### config.mk
export PLATFORM = sky130hd
export DESIGN_NAME = circ_fifo
export DESIGN_NICKNAME = d
export VERILOG_FILES = /design/src/rtl/circ_fifo.sv
export SDC_FILE = /design/constraint.sdc
export NUM_CORES = 1
export LEC_CHECK = 0
export ABC_AREA = 1
export ABC_CLOCK_PERIOD_IN_PS = 5690
export CORE_ASPECT_RATIO = 0.9
export CORE_UTILIZATION = 55
export CTS_CLUSTER_SIZE = 24
export DETAILED_ROUTE_END_ITERATION = 6
export PLACE_DENSITY = 0.73
export SKIP_LAST_GASP = 1
export SLEW_MARGIN = 20
export SYNTH_ARGS = -nofsm -noshare
export SYNTH_HDL_FRONTEND = slang
export SYNTH_SLANG_ARGS = --single-unit
### constraint.sdc
create_clock -name i_clk -period 5.69 [get_ports i_clk]
set_clock_uncertainty 0.05 [all_clocks]
set_input_delay 1.138 -clock i_clk [delete_from_list [all_inputs] [get_ports i_clk]]
set_output_delay 1.138 -clock i_clk [all_outputs]
set_load 0.02 [all_outputs]
### src/rtl/circ_fifo.sv
// circ_fifo: parametrised circular-buffer FIFO, first-word-fall-through.
// Explicitly wrapping read/write pointers allow any DEPTH >= 2. Occupancy is
// held in its own register, and every status flag is decoded from it.
// Optional feature macro: CIRC_FIFO_ERR_FLAGS_EN enables the sticky
// overflow/underflow flags and their clear input. When it is not defined,
// o_ovf and o_udf are tied to 0 and i_clr_err is ignored.
module circ_fifo #(
    parameter int DATA_W = 32,
    parameter int DEPTH  = 16,
    parameter int AF_LVL = DEPTH - 2,
    parameter int AE_LVL = 2
) (
    input  logic                       i_clk,
    input  logic                       i_rst,
    input  logic                       i_flush,
    input  logic                       i_push,
    input  logic [DATA_W-1:0]          i_dat_in,
    input  logic                       i_pop,
    output logic [DATA_W-1:0]          o_dat_out,
    output logic [$clog2(DEPTH+1)-1:0] o_ocp,
    output logic                       o_is_full,
    output logic                       o_is_empty,
    output logic                       o_almost_full,
    output logic                       o_almost_empty,
    output logic                       o_ovf,
    output logic                       o_udf,
    input  logic                       i_clr_err
);

    localparam int OCP_W = $clog2(DEPTH + 1);
    localparam int PTR_W = $clog2(DEPTH);
    localparam logic [PTR_W-1:0] PTR_LAST = PTR_W'(DEPTH - 1);
    localparam logic [OCP_W-1:0] OCP_FULL = OCP_W'(DEPTH);
    localparam logic [OCP_W-1:0] OCP_AF   = OCP_W'(AF_LVL);
    localparam logic [OCP_W-1:0] OCP_AE   = OCP_W'(AE_LVL);

    logic [DATA_W-1:0] r_mem [DEPTH];
    logic [PTR_W-1:0]  r_wr_ptr;
    logic [PTR_W-1:0]  r_rd_ptr;
    logic [OCP_W-1:0]  r_ocp;

    logic              w_full;
    logic              w_empty;
    logic              w_wr_acc;
    logic              w_rd_acc;
    logic [PTR_W-1:0]  w_wr_ptr_nxt;
    logic [PTR_W-1:0]  w_rd_ptr_nxt;

    // Status decode from the occupancy register only.
    assign w_full  = (r_ocp == OCP_FULL);
    assign w_empty = (r_ocp == '0);

    // A pop on a full FIFO frees a slot in the same cycle, so the push is
    // accepted too. There is no empty bypass: a pop on an empty FIFO is always
    // rejected. Flush masks both requests.
    assign w_wr_acc = ~i_flush & i_push & (~w_full | i_pop);
    assign w_rd_acc = ~i_flush & i_pop & ~w_empty;

    // Explicit wrap at DEPTH-1, so the pointers also work for non-power-of-two depths.
    assign w_wr_ptr_nxt = (r_wr_ptr == PTR_LAST) ? '0 : r_wr_ptr + 1'b1;
    assign w_rd_ptr_nxt = (r_rd_ptr == PTR_LAST) ? '0 : r_rd_ptr + 1'b1;

    // Storage write; contents are not reset because stale data is never visible.
    always_ff @(posedge i_clk) begin
        if (w_wr_acc) begin
            r_mem[r_wr_ptr] <= i_dat_in;
        end
    end

    // Pointer and occupancy update. Flush takes priority over push and pop.
    always_ff @(posedge i_clk or posedge i_rst) begin
        if (i_rst) begin
            r_wr_ptr <= '0;
            r_rd_ptr <= '0;
            r_ocp    <= '0;
        end else if (i_flush) begin
            r_wr_ptr <= '0;
            r_rd_ptr <= '0;
            r_ocp    <= '0;
        end else begin
            if (w_wr_acc) begin
                r_wr_ptr <= w_wr_ptr_nxt;
            end
            if (w_rd_acc) begin
                r_rd_ptr <= w_rd_ptr_nxt;
            end
            case ({w_wr_acc, w_rd_acc})
                2'b10:   r_ocp <= r_ocp + 1'b1;
                2'b01:   r_ocp <= r_ocp - 1'b1;
                default: r_ocp <= r_ocp;
            endcase
        end
    end

`ifdef CIRC_FIFO_ERR_FLAGS_EN
    logic r_ovf;
    logic r_udf;
    logic w_set_ovf;
    logic w_set_udf;

    assign w_set_ovf = ~i_flush & i_push & w_full & ~i_pop;
    assign w_set_udf = ~i_flush & i_pop & w_empty;

    // Sticky error flags. A set in the same cycle wins over a clear, and flush leaves them alone.
    always_ff @(posedge i_clk or posedge i_rst) begin
        if (i_rst) begin
            r_ovf <= 1'b0;
            r_udf <= 1'b0;
        end else begin
            if (w_set_ovf) begin
                r_ovf <= 1'b1;
            end else if (i_clr_err) begin
                r_ovf <= 1'b0;
            end
            if (w_set_udf) begin
                r_udf <= 1'b1;
            end else if (i_clr_err) begin
                r_udf <= 1'b0;
            end
        end
    end

    assign o_ovf = r_ovf;
    assign o_udf = r_udf;
`else
    logic w_unused_clr;
    assign w_unused_clr = i_clr_err;
    assign o_ovf = 1'b0;
    assign o_udf = 1'b0;
`endif

    assign o_dat_out      = w_empty ? '0 : r_mem[r_rd_ptr];
    assign o_ocp          = r_ocp;
    assign o_is_full      = w_full;
    assign o_is_empty     = w_empty;
    assign o_almost_full  = (r_ocp >= OCP_AF);
    assign o_almost_empty = (r_ocp <= OCP_AE);

endmodule

==> results of run 1 <==
==> registers in the layout (all words and copies together) (netlist names) <==
register  cells
r_mem       512
r_wr_ptr      4
r_rd_ptr      4
o_ocp         5
==> synthesized netlist by cell type (all sizes together) <==
cell and instances:
a211oi 32, a21boi 64, a21oi 132, a221oi 32, and3 1, buf 64, clkbuf 39, clkinv 1
conb 1, dfrtp 13, edfxtp 512, ha 7, inv 27, nand2 318, nand3 9, nand4 3
nor2 124, nor3 33, o2111ai 1, o211ai 1, o21ai 73, o21bai 1, o221ai 32, o22ai 36
o31ai 1, or2 1, xor2 4
==> metal layers <==
metal  part of all wire  GRT usage  vias up
met5            0.00024          0        -
met4              0.031    0.09672        2
met3              0.072    0.03852      116
met2               0.47     0.4079      561
met1               0.42     0.3480     6538
li1                   -          -     5953
==> power breakdown <==
| group | internal, W | switching [W] |
|---|---|---|
| sequential | 0.00431 | 0.0000913 |
| clock | 0.00172 | 0.00139 |
| combinational | 0.00105 | 0.00185 |
==> cells by family (layout without fill, tap and decap cells) <==
kind of cell / after synthesis / after routing / share of synthesized area
compound gates: 405 / 405 / 0.1302
xor+xnor: 4 / 4 / 0.001655
fa+ha+maj: 7 / 7 / 0.004137
buf+inv: 131 / 238 / 0.03139
flops: 525 / 525 / 0.7417
other cells: 1 / 3 / 0.0001772
simple gates: 489 / 489 / 0.09073
==> path summary, 6_finish.rpt <==
kind | start | endpoint
worst max register to register | o_ocp[0]$_DFFE_PP0P_ | r_mem[13][9]$_DFFE_PP_
max in group asynchronous | i_rst | r_rd_ptr[0]$_DFFE_PP0P_
worst min register to register | o_ocp[0]$_DFFE_PP0P_ | o_ocp[0]$_DFFE_PP0P_
worst min-delay path | o_ocp[0]$_DFFE_PP0P_ | o_ocp[0]$_DFFE_PP0P_
worst max-delay path | r_rd_ptr[0]$_DFFE_PP0P_ | o_dat_out[10]
min in group asynchronous | i_rst | r_rd_ptr[0]$_DFFE_PP0P_
==> area by class of cell <==
cell class                      instances  share of cell area
Sequential cell                       525              0.6553
Multi-Input combinational cell        907              0.2057
Clock buffer                           63             0.05601
Timing Repair Buffer                  117             0.04573
Tap cell                              483             0.02521
Clock inverter                         30            0.007412
Inverter                               28            0.004594
Antenna cell                            1           0.0001044
==> placed cells by master (no fill, tap or decap), drive strengths merged <==
| cell | synthesis | layout |
|---|---|---|
| ha | 7 | 7 |
| conb | 1 | 2 |
| a221oi | 32 | 32 |
| nand2 | 318 | 318 |
| or2 | 1 | 1 |
| a21oi | 132 | 132 |
| a211oi | 32 | 32 |
| o21ai | 73 | 73 |
| clkbuf | 39 | 63 |
| bufinv | 0 | 1 |
| xor2 | 4 | 4 |
| o31ai | 1 | 1 |
| diode | 0 | 1 |
| dfrtp | 13 | 13 |
| clkinvlp | 0 | 1 |
| clkinv | 1 | 27 |
| nand3 | 9 | 9 |
| edfxtp | 512 | 512 |
| nor2 | 124 | 124 |
| o211ai | 1 | 1 |
| inv | 27 | 29 |
| o2111ai | 1 | 1 |
| nor3 | 33 | 33 |
| a21boi | 64 | 64 |
| and3 | 1 | 1 |
| o21bai | 1 | 1 |
| clkdlybuf4s50 | 0 | 77 |
| buf | 64 | 40 |
| o221ai | 32 | 32 |
| nand4 | 3 | 3 |
| o22ai | 36 | 36 |
==> through the flow <==
step | cells | cell area, um^2
after floorplan | 1563 | 21170
after global placement | 2060 | 22450
after detailed placement | 2060 | 22450
after CTS | 2153 | 23970
after global routing | 2154 | 23970
final | 2154 | 23970
==> worst max-delay path, cell delays in order (launching register included) <==
cell             delay (ps)
dfrtp_4                 700
inv_6                   590
buf_12                  370
nand2_1                 130
a221oi_2                370
nor2_1                   80
a211oi_1                240
clkdlybuf4s50_1         670
==> summary.md, run 1 <==
| Metric | Value |
|---|---|
| CTS resizes | `0` |
| Post-DP HPWL | `25960 um` |
| Drt via density | `6.114` |
| Routed len/inst | `22.82 um` |
| RePlAce Congestion | `0.7694` |
| Status | `completed` |
| First-pass GRT wire length | `74900 um` |
| Vias in the first global route | `12.91k` |
| Hold-fix buffers at CTS | `0` |
| P&R area growth vs syn | `13.23%` |
| Final hold slack | `497.4 ps` |
| DR vias | `13.17k` |
| Hold Fails Final Rpt | `0` |
| # port buffers | `77` |
| Synth warnings | `0` |
| Reg2reg setup slack | `2850 ps` |
| Final WL | `49150 um` |
| Total GRT Usage | `0.2523` |
| Hold crit path type | `flip-flop to flip-flop` |
| Starting DRC count in detailed routing | `1240` |
| Worst EP arrival | `3820 ps` |
| Pin count of the biggest net entering global routing | `158` |
| Top cell type's share of synthesized area | `0.7263` |
| Post-synthesis sequential area ratio | `0.7417` |
| Final setup vio count | `0` |
| Initial Util | `0.5636` |
| Largest cells by area after synthesis | `edfxtp_1, nand2_1, a21oi_1` |
| Register area | `15710 um^2` |
| Die width | `208.8 um` |
| Clock transition at path regs | `60 ps` |
| Die H | `188.1 um` |
| H-tree lvl count | `2` |
| #FFs+latches synth | `525` |
| Ports | `81` |
| CTS tree | `built` |
| Worst Setup Slack, final | `683.6 ps` |
| Die ar. | `39280 um^2` |
| Tot Pwr | `0.01041 W` |
| Setup_tns | `0 ps` |
| DRC | `0` |
| Clock Tree Buf Depth | `3` |
| Clock sinks | `525` |
| Startpoint class of the critical path | `flip-flop` |
| Place WS | `1338 ps` |
| Max Freq | `199.7 MHz` |
| Row count | `67` |
| Lkg Pwr | `8.057 nW` |
| Final worst path period share | `0.8799` |
| CP Data Required Time | `4500 ps` |
| Crit path max fanout | `90` |
| Initial antenna violation count | `2` |
| Max-Cap Viols | `0` |
| Clk root buf | `clkbuf_16` |
| Slew @ Worst Pin | `1162 ps` |
| Share of post-route cells with drive strength above 1 | `0.1012` |
| Clk_lat worst skew | `570 ps` |
| Peak VDD IR | `0.0003620 V` |
| Power Dens Cells | `434.3 nW/um^2` |
| Drt first pass iters | `5` |
| Final core occ | `0.6382` |
| RSZ-0062 raised after global routing | `false` |
| Relative slew slack | `0.2241` |
| Area leader, netlist | `edfxtp_1` |
| Filler cell count in the final layout | `2715` |
| Post-CTS setup repair buffer count | `0` |
| Multi-input logic area | `4930 um^2` |
| WHS Path Cells | `1` |
| Fin nets | `1676` |
| Mapped Avg Cell Area | `13.55 um^2` |
| Post-route minimum period | `5006 ps` |
| Routed Antenna Nets | `0` |
| Max-slew violations | `0` |
| Core area | `37560 um^2` |
| Synth Cell Area | `21170 um^2` |
| R2R cell count | `7` |
| Yosys cell types | `37` |
| Crit. End Element | `output port` |
| CP Class | `flip-flop to output port` |
| Grt ovf | `0` |
| Mapped Cells | `1562` |
| Num CTS Buffers | `52` |
(Power assumes the default switching activity.)
==> inputs of run 2 (changes only) <==
--- a/config.mk
+++ b/config.mk
@@ -5,7 +5,6 @@
 export SDC_FILE = /design/constraint.sdc
 export NUM_CORES = 1
 export LEC_CHECK = 0
-export ABC_AREA = 1
 export ABC_CLOCK_PERIOD_IN_PS = 5690
 export CORE_ASPECT_RATIO = 0.9
 export CORE_UTILIZATION = 55
==> run 2 against run 1 <==
  * Sequential share of layout area rose by 1.5 points
  * Synthesized area down 3.7%
  * Clock power is 2% higher
  * Wire length is 19% lower
  * Maximum frequency up 3.1%
  * Worst setup slack improved by 150 ps
  * Non-clock buffer count is 7 lower
  * Largest power group unchanged
  * Total power fell by 14%
==> summary.md, run 2 <==
| Metric | Value |
|---|---|
| Status | `completed` |
| Critical Path End | `o_dat_out[0]` |
| Crit path max fanout | `32 (-64%)` |
| R2R cell count | `7 (unchanged)` |
| Mapped Cells | `909 (-42%)` |
| Power Dens Cells | `380.8 nW/um^2 (-12%)` |
| Hold crit path type | `flip-flop to flip-flop` |
| Async set-reset flop share out of synthesis | `0.02476 (unchanged)` |
| Slew @ Worst Pin | `1102 ps (-59.85 ps)` |
| Largest register FFs | `512 (unchanged)` |
| Drt first pass iters | `5 (unchanged)` |
| Most common cell after layout, fill and taps aside | `edfxtp_1` |
| Area leader, netlist | `edfxtp_1` |
| Drt via density | `6.148 (+0.55%)` |
| Clk_lat worst skew | `550 ps (-20 ps)` |
| Row count | `66 (-1.5%)` |
| Die H | `184.6 um (-1.9%)` |
| Post-DP HPWL | `21510 um (-17%)` |
| CTS resizes | `0 (unchanged)` |
| Max-slew violations | `0 (unchanged)` |
| Max-Cap Viols | `0 (unchanged)` |
| #FFs+latches synth | `525 (unchanged)` |
| Pin count of the biggest net entering global routing | `51 (-68%)` |
| CTS tree | `built` |
| Num CTS Buffers | `49 (-5.8%)` |
| M1 WL | `17260 um (-17%)` |
| Startpoint class of the critical path | `flip-flop` |
| Total GRT Usage | `0.2173 (-0.03501)` |
| Most flop-heavy register | `r_mem` |
| Clock Tree Buf Depth | `3 (unchanged)` |
| Clk root buf | `clkbuf_16` |
| Launching instance or port of the critical path | `o_ocp[2]$_DFFE_PP0P_` |
| H-tree lvl count | `2 (unchanged)` |
| Yosys cell types | `41 (+11%)` |
| Worst EP arrival | `3670 ps (-150 ps)` |
| Peak VDD IR | `0.0003943 V (+8.9%)` |
| DRC | `0 (unchanged)` |
| Reg2reg end | `r_mem[2][0]$_DFFE_PP_` |
| Relative slew slack | `0.2652 (+0.04103)` |
| Place WS | `1397 ps (+58.61 ps)` |
| Reg2reg start | `o_ocp[1]$_DFFE_PP0P_` |
| Mapped Avg Cell Area | `22.42 um^2 (+65%)` |
| CP Class | `flip-flop to output port` |
| Wire length on met3 | `2315 um (-35%)` |
| Synth top cells by count | `edfxtp_1, mux4_2, mux2i_1, o22ai_1, buf_2` |
| Core area | `36330 um^2 (-3.3%)` |
| Final WL | `39940 um (-19%)` |
| Worst Setup Slack, final | `831.9 ps (+148.3 ps)` |
| Lkg Pwr | `7.132 nW (-11%)` |
| Fin nets | `1062 (-37%)` |
| P&R area growth vs syn | `15.01%` |
| Final worst path period share | `0.8538 (-0.02606)` |
| Post-route minimum period | `4858 ps (-148.3 ps)` |
| Top cell type's share of synthesized area | `0.7545 (+0.02814)` |
| Met2 wire length | `19570 um (-16%)` |
| RSZ-0062 raised after global routing | `false` |
| RePlAce Congestion | `0.7469 (-2.9%)` |
| Reg2reg setup slack | `2640 ps (-210 ps)` |
| Initial antenna violation count | `1 (-1)` |
| First-pass GRT wire length | `59530 um (-21%)` |
| Ports | `81 (unchanged)` |
| Filler cell count in the final layout | `2377 (-12%)` |
| Initial Util | `0.5608 (-0.002786)` |
| Post-synth EDFFs | `512 (unchanged)` |
| Post-CTS setup repair buffer count | `0 (unchanged)` |
| Largest cells by area after synthesis | `edfxtp_1, mux4_2, mux2i_1` |
| CP Data Required Time | `4500 ps (about the same)` |
| Crit. End Element | `output port` |
| Most frequent cells in the layout | `edfxtp_1, mux4_2, clkdlybuf4s50_1` |
| DR vias | `9412 (-29%)` |
| Grt ovf | `0 (unchanged)` |
| Hold Fails Final Rpt | `0 (unchanged)` |
| Register area | `15710 um^2 (about the same)` |
| Hold-fix buffers at CTS | `0 (unchanged)` |
| Routed len/inst | `26.09 um (+14%)` |
| Max Freq | `205.8 MHz (+3.1%)` |
| Die width | `204.9 um (-1.9%)` |
| Multi-input logic area | `4466 um^2 (-9.4%)` |
| Setup_tns | `0 ps (unchanged)` |
| Clock sinks | `525 (unchanged)` |
| Clock transition at path regs | `60 ps (about the same)` |
| Synth warnings | `0 (unchanged)` |
| Main synth FF type | `edfxtp_1` |
| Die ar. | `37830 um^2 (-3.7%)` |
| Synth Cell Area | `20380 um^2 (-3.7%)` |
| Final setup vio count | `0 (unchanged)` |
| Max Used Layer | `met4` |
| Share of post-route cells with drive strength above 1 | `0.2374 (+0.1362)` |
| Count leader, synth | `edfxtp_1` |
| Routed Antenna Nets | `0 (unchanged)` |
| Post-synthesis sequential area ratio | `0.7704 (+0.02874)` |
| Vias in the first global route | `9634 (-25%)` |
| # port buffers | `77 (unchanged)` |
| Starting DRC count in detailed routing | `847 (-32%)` |
run 2: cell count changes in the layout (fill, tap and decap cells not counted), sizes merged, moves of 68 or more:
| cell | change |
|---|---|
| nor2 | -114 |
| o21ai | -69 |
| nand2 | -306 |
| mux4 | +128 |
| a21oi | -120 |
| mux2i | +68 |
run 2: cell families after synthesis:
| family | after synthesis | share of synthesized area |
|---|---|---|
| buf+inv | 58 | 0.01320 |
| flops | 525 | 0.7704 |
| compound gates | 56 | 0.01768 |
| fa+ha+maj | 7 | 0.004298 |
| simple gates | 61 | 0.01719 |
| other cells | 1 | 0.0001840 |
| xor+xnor | 5 | 0.002149 |
| mux | 196 | 0.1749 |
run 2: worst min-delay path by stage:
stage | from | end | slack [ps] | cells past startpoint
after floorplan | r_rd_ptr[2]$_DFFE_PP0P_ | r_rd_ptr[2]$_DFFE_PP0P_ | 510 | 2
after global placement | r_rd_ptr[2]$_DFFE_PP0P_ | r_rd_ptr[2]$_DFFE_PP0P_ | 550 | 2
after detailed placement | r_wr_ptr[3]$_DFFE_PP0P_ | r_wr_ptr[3]$_DFFE_PP0P_ | 560 | 2
after CTS | r_wr_ptr[0]$_DFFE_PP0P_ | r_wr_ptr[3]$_DFFE_PP0P_ | 570 | 2
after global routing | r_rd_ptr[2]$_DFFE_PP0P_ | r_rd_ptr[2]$_DFFE_PP0P_ | 600 | 2
final | r_wr_ptr[0]$_DFFE_PP0P_ | r_wr_ptr[3]$_DFFE_PP0P_ | 570 | 2
run 2: final cells by class:
| type | instances | share of cell area |
|---|---|---|
| sequential | 525 | 0.6703 |
| multi-input combinational | 327 | 0.1905 |
| clock buffer | 66 | 0.05685 |
| timing repair buffer | 110 | 0.04719 |
| tap | 476 | 0.02541 |
| clock inverter | 21 | 0.008808 |
| inverter | 4 | 0.0006406 |
| antenna | 2 | 0.0002135 |
run 2: worst max-delay path: stages (launching register included):
cell             delay (ps)
dfrtp_1                 490
or3_4                   450
or2_1                   340
nand2b_2                810
o22ai_1                 370
clkdlybuf4s50_1         640
run 2: per-stage QoR:
stage            util  total power (W)  std cells  hold slack, ps  instance area, um^2
6_report       0.6450         0.008924       1531           573.8                23440
2_1_floorplan       -         0.005355        910           506.1                20380
3_5_place_dp   0.6025         0.005863       1442           562.9                21890
5_1_grt        0.6450         0.009217       1530           604.9                23440
4_1_cts        0.6449         0.008997       1529           573.3                23430
3_3_place_gp   0.6025         0.005850       1442           551.2                21890
run 2: report_power, final:
part	leakage [nW]	internal, W	switching, W
clock	0.743	0.00182	0.00134
sequential	4.78	0.00428	0.0000965
combinational	1.60	0.000704	0.000687
run 2: layer usage:
metal  track usage  vias to the layer above
met1        0.3097                     4990
met4       0.05778                        0
met5             0                        -
li1              -                     4046
met3       0.03695                       54
met2        0.3522                      322
==> inputs of run 3 (changes only) <==
--- a/config.mk
+++ b/config.mk
@@ -7,6 +7,7 @@
 export LEC_CHECK = 0
 export ABC_CLOCK_PERIOD_IN_PS = 5690
 export CORE_ASPECT_RATIO = 0.9
+export CORE_MARGIN = 2
 export CORE_UTILIZATION = 55
 export CTS_CLUSTER_SIZE = 24
 export DETAILED_ROUTE_END_ITERATION = 6
==> run 3 against run 2 <==
  * Clock-buffer cell count down 1
  * Non-clock buffer count up 5
  * Flip-flop and latch count unchanged
  * Worst setup slack better by 120 ps
  * Sequential power about the same
  * Final cell count up 0.65%
==> summary.md, run 3 (synthesized netlist as in run 2, its figures left out) <==
| Metric | Value |
|---|---|
| Hold Fails Final Rpt | `0 (unchanged)` |
| Slew @ Worst Pin | `954.1 ps (-148.2 ps)` |
| Num CTS Buffers | `51 (+4.1%)` |
| Final core occ | `0.6471 (+0.002032)` |
| Most flop-heavy register | `r_mem` |
| Clock transition at path regs | `60 ps (about the same)` |
| Reg2reg end | `r_mem[2][31]$_DFFE_PP_` |
| Ports | `81 (unchanged)` |
| CP bufs+invs | `2 (+1)` |
| Clk_lat worst skew | `560 ps (about the same)` |
| First-pass GRT wire length | `61640 um (+3.6%)` |
| CP Data Required Time | `4500 ps (about the same)` |
| RSZ-0062 raised after global routing | `false` |
| DRC | `0 (unchanged)` |
| Drt first pass iters | `6 (+1)` |
| Pin count of the biggest net entering global routing | `46 (-9.8%)` |
| Setup_tns | `0 ps (unchanged)` |
| WHS Path Cells | `2 (unchanged)` |
| Crit. End Element | `output port` |
| Post-CTS setup repair buffer count | `0 (unchanged)` |
| CTS resizes | `0 (unchanged)` |
| Initial Util | `0.5608 (unchanged)` |
| Post-DP HPWL | `22350 um (+3.9%)` |
| Max-Cap Viols | `0 (unchanged)` |
| Share of post-route cells with drive strength above 1 | `0.2469 (+0.009531)` |
| R2R cell count | `7 (unchanged)` |
| Starting DRC count in detailed routing | `902 (+6.5%)` |
| CP Class | `flip-flop to output port` |
| Hold crit path type | `flip-flop to flip-flop` |
| Clk root buf | `clkbuf_16` |
| Die H | `186.6 um (+1.1%)` |
| Critical path's top delay family | `simple AND/OR/NAND/NOR gates` |
| Lkg Pwr | `7.195 nW (+0.87%)` |
| Row count | `66 (unchanged)` |
| RePlAce Congestion | `0.7192 (-3.7%)` |
| Max Freq | `211.2 MHz (+2.6%)` |
| Total GRT Usage | `0.2181 (+0.0007544)` |
| HP Start | `o_ocp[4]$_DFFE_PP0P_` |
| Fin nets | `1069 (+0.66%)` |
| Hold Path End | `o_ocp[4]$_DFFE_PP0P_` |
| Hold-fix buffers at CTS | `0 (unchanged)` |
| Core area | `36330 um^2 (unchanged)` |
| Antenna fix cells | `0 (-2)` |
| Relative slew slack | `0.3640 (+0.09880)` |
| Die width | `206.9 um (+0.98%)` |
| Post-route minimum period | `4735 ps (-122.9 ps)` |
| H-tree lvl count | `2 (unchanged)` |
| DR vias | `9508 (+1.0%)` |
| Power Dens Cells | `385.5 nW/um^2 (+1.2%)` |
| Peak VDD IR | `0.0003198 V (-19%)` |
| Worst EP arrival | `3550 ps (-120 ps)` |
| Status | `completed` |
| Grt ovf | `0 (unchanged)` |
| Reg2reg setup slack | `2690 ps (+50 ps)` |
| Crit path largest cell delay | `580 ps (-230 ps)` |
| Most common cell after layout, fill and taps aside | `edfxtp_1` |
| Final setup vio count | `0 (unchanged)` |
| P&R area growth vs syn | `15.37%` |
| Max-slew violations | `0 (unchanged)` |
| Final worst path period share | `0.8322 (-0.02160)` |
| Initial antenna violation count | `1 (unchanged)` |
| Clock sinks | `525 (unchanged)` |
| Drt via density | `6.170 (+0.36%)` |
| Slowest CP cell | `nand2b_2` |
| Routed len/inst | `26.45 um (+1.4%)` |
| Vias in the first global route | `9970 (+3.5%)` |
| CTS tree | `built` |
| Reg2reg start | `o_ocp[0]$_DFFE_PP0P_` |
| Startpoint class of the critical path | `flip-flop` |
| Die ar. | `38610 um^2 (+2.1%)` |
| Crit path max fanout | `21 (-34%)` |
| Largest register FFs | `512 (unchanged)` |
| Critical path cell sequence | `or3_4 -> or2_1 -> nand2b_2 -> buf_4 -> o22ai_1 -> clkdlybuf4s50_1` |
| Routed Antenna Nets | `0 (unchanged)` |
| Final WL | `40760 um (+2.1%)` |
| Most frequent cells in the layout | `edfxtp_1, mux4_2, clkdlybuf4s50_1` |
| Clock Tree Buf Depth | `3 (unchanged)` |
| # port buffers | `77 (unchanged)` |
==> run 3: cell types whose count changed in the layout (fill, tap and decap cells not counted), sizes merged <==
cell,delta
clkinv,+7
inv,-1
diode,-2
clkinvlp,+1
buf,+5
clkbuf,-1
bufinv,+1
==> run 3: where the power goes <==
part | switching [W] | internal (W) | leakage [nW]
clock network | 0.00138 | 0.00190 | 0.791
logic | 0.000724 | 0.000711 | 1.62
registers | 0.0000685 | 0.00428 | 4.78
total | 0.00217 | 0.00689 | 7.19
==> run 3: routing by layer <==
| metal | track usage | routed length, um | vias to the layer above | part of all wire |
|---|---|---|---|---|
| met1 | 0.3240 | 17530 | 5017 | 0.43 |
| li1 | - | - | 4078 | - |
| met4 | 0.05837 | 963 | 2 | 0.024 |
| met3 | 0.03126 | 2394 | 75 | 0.059 |
| met5 | 0 | 13 | - | 0.00032 |
| met2 | 0.3454 | 19850 | 336 | 0.49 |
==> run 3: worst reg2reg max path, delay by kind of cell, from the launching register on <==
kind	cells	cell delay, ps
flops	1	520
buf+inv	2	570
compound gates	1	190
simple gates	4	1370
==> run 3: final cells by class <==
type	count	area, um^2
Sequential cell	525	15710
Inverter	4	15.01
Fill cell	2366	12820
Tap cell	476	595.6
Clock buffer	65	1350
Multi-Input combinational cell	327	4466
Timing Repair Buffer	115	1094
Clock inverter	29	280.3
==> run 3: worst max-delay path by stage <==
stage / from / to / slack [ps] / depth (start not counted)
global placement: i_flush / r_mem[2][28]$_DFFE_PP_ / 1260 / 8
finish: o_ocp[2]$_DFFE_PP0P_ / o_dat_out[30] / 950 / 6
global route: o_ocp[2]$_DFFE_PP0P_ / o_dat_out[30] / 810 / 6
floorplan: i_pop / r_mem[11][0]$_DFFE_PP_ / 850 / 6
CTS: o_ocp[2]$_DFFE_PP0P_ / o_dat_out[30] / 910 / 6
detailed placement: i_flush / r_mem[2][28]$_DFFE_PP_ / 1210 / 8
==> run 3: per-stage QoR <==
step,hold slack [ps],instances,area [um^2],total power (W),setup slack (ps)
after floorplan,506.1,910,20380,0.005355,849.1
after global placement,552.0,1447,21880,0.005868,1258
after detailed placement,566.0,1447,21880,0.005881,1215
after CTS,584.5,1541,23510,0.009143,912.0
after global routing,606.4,1541,23510,0.009387,814.7
final,592.9,1541,23510,0.009063,954.8
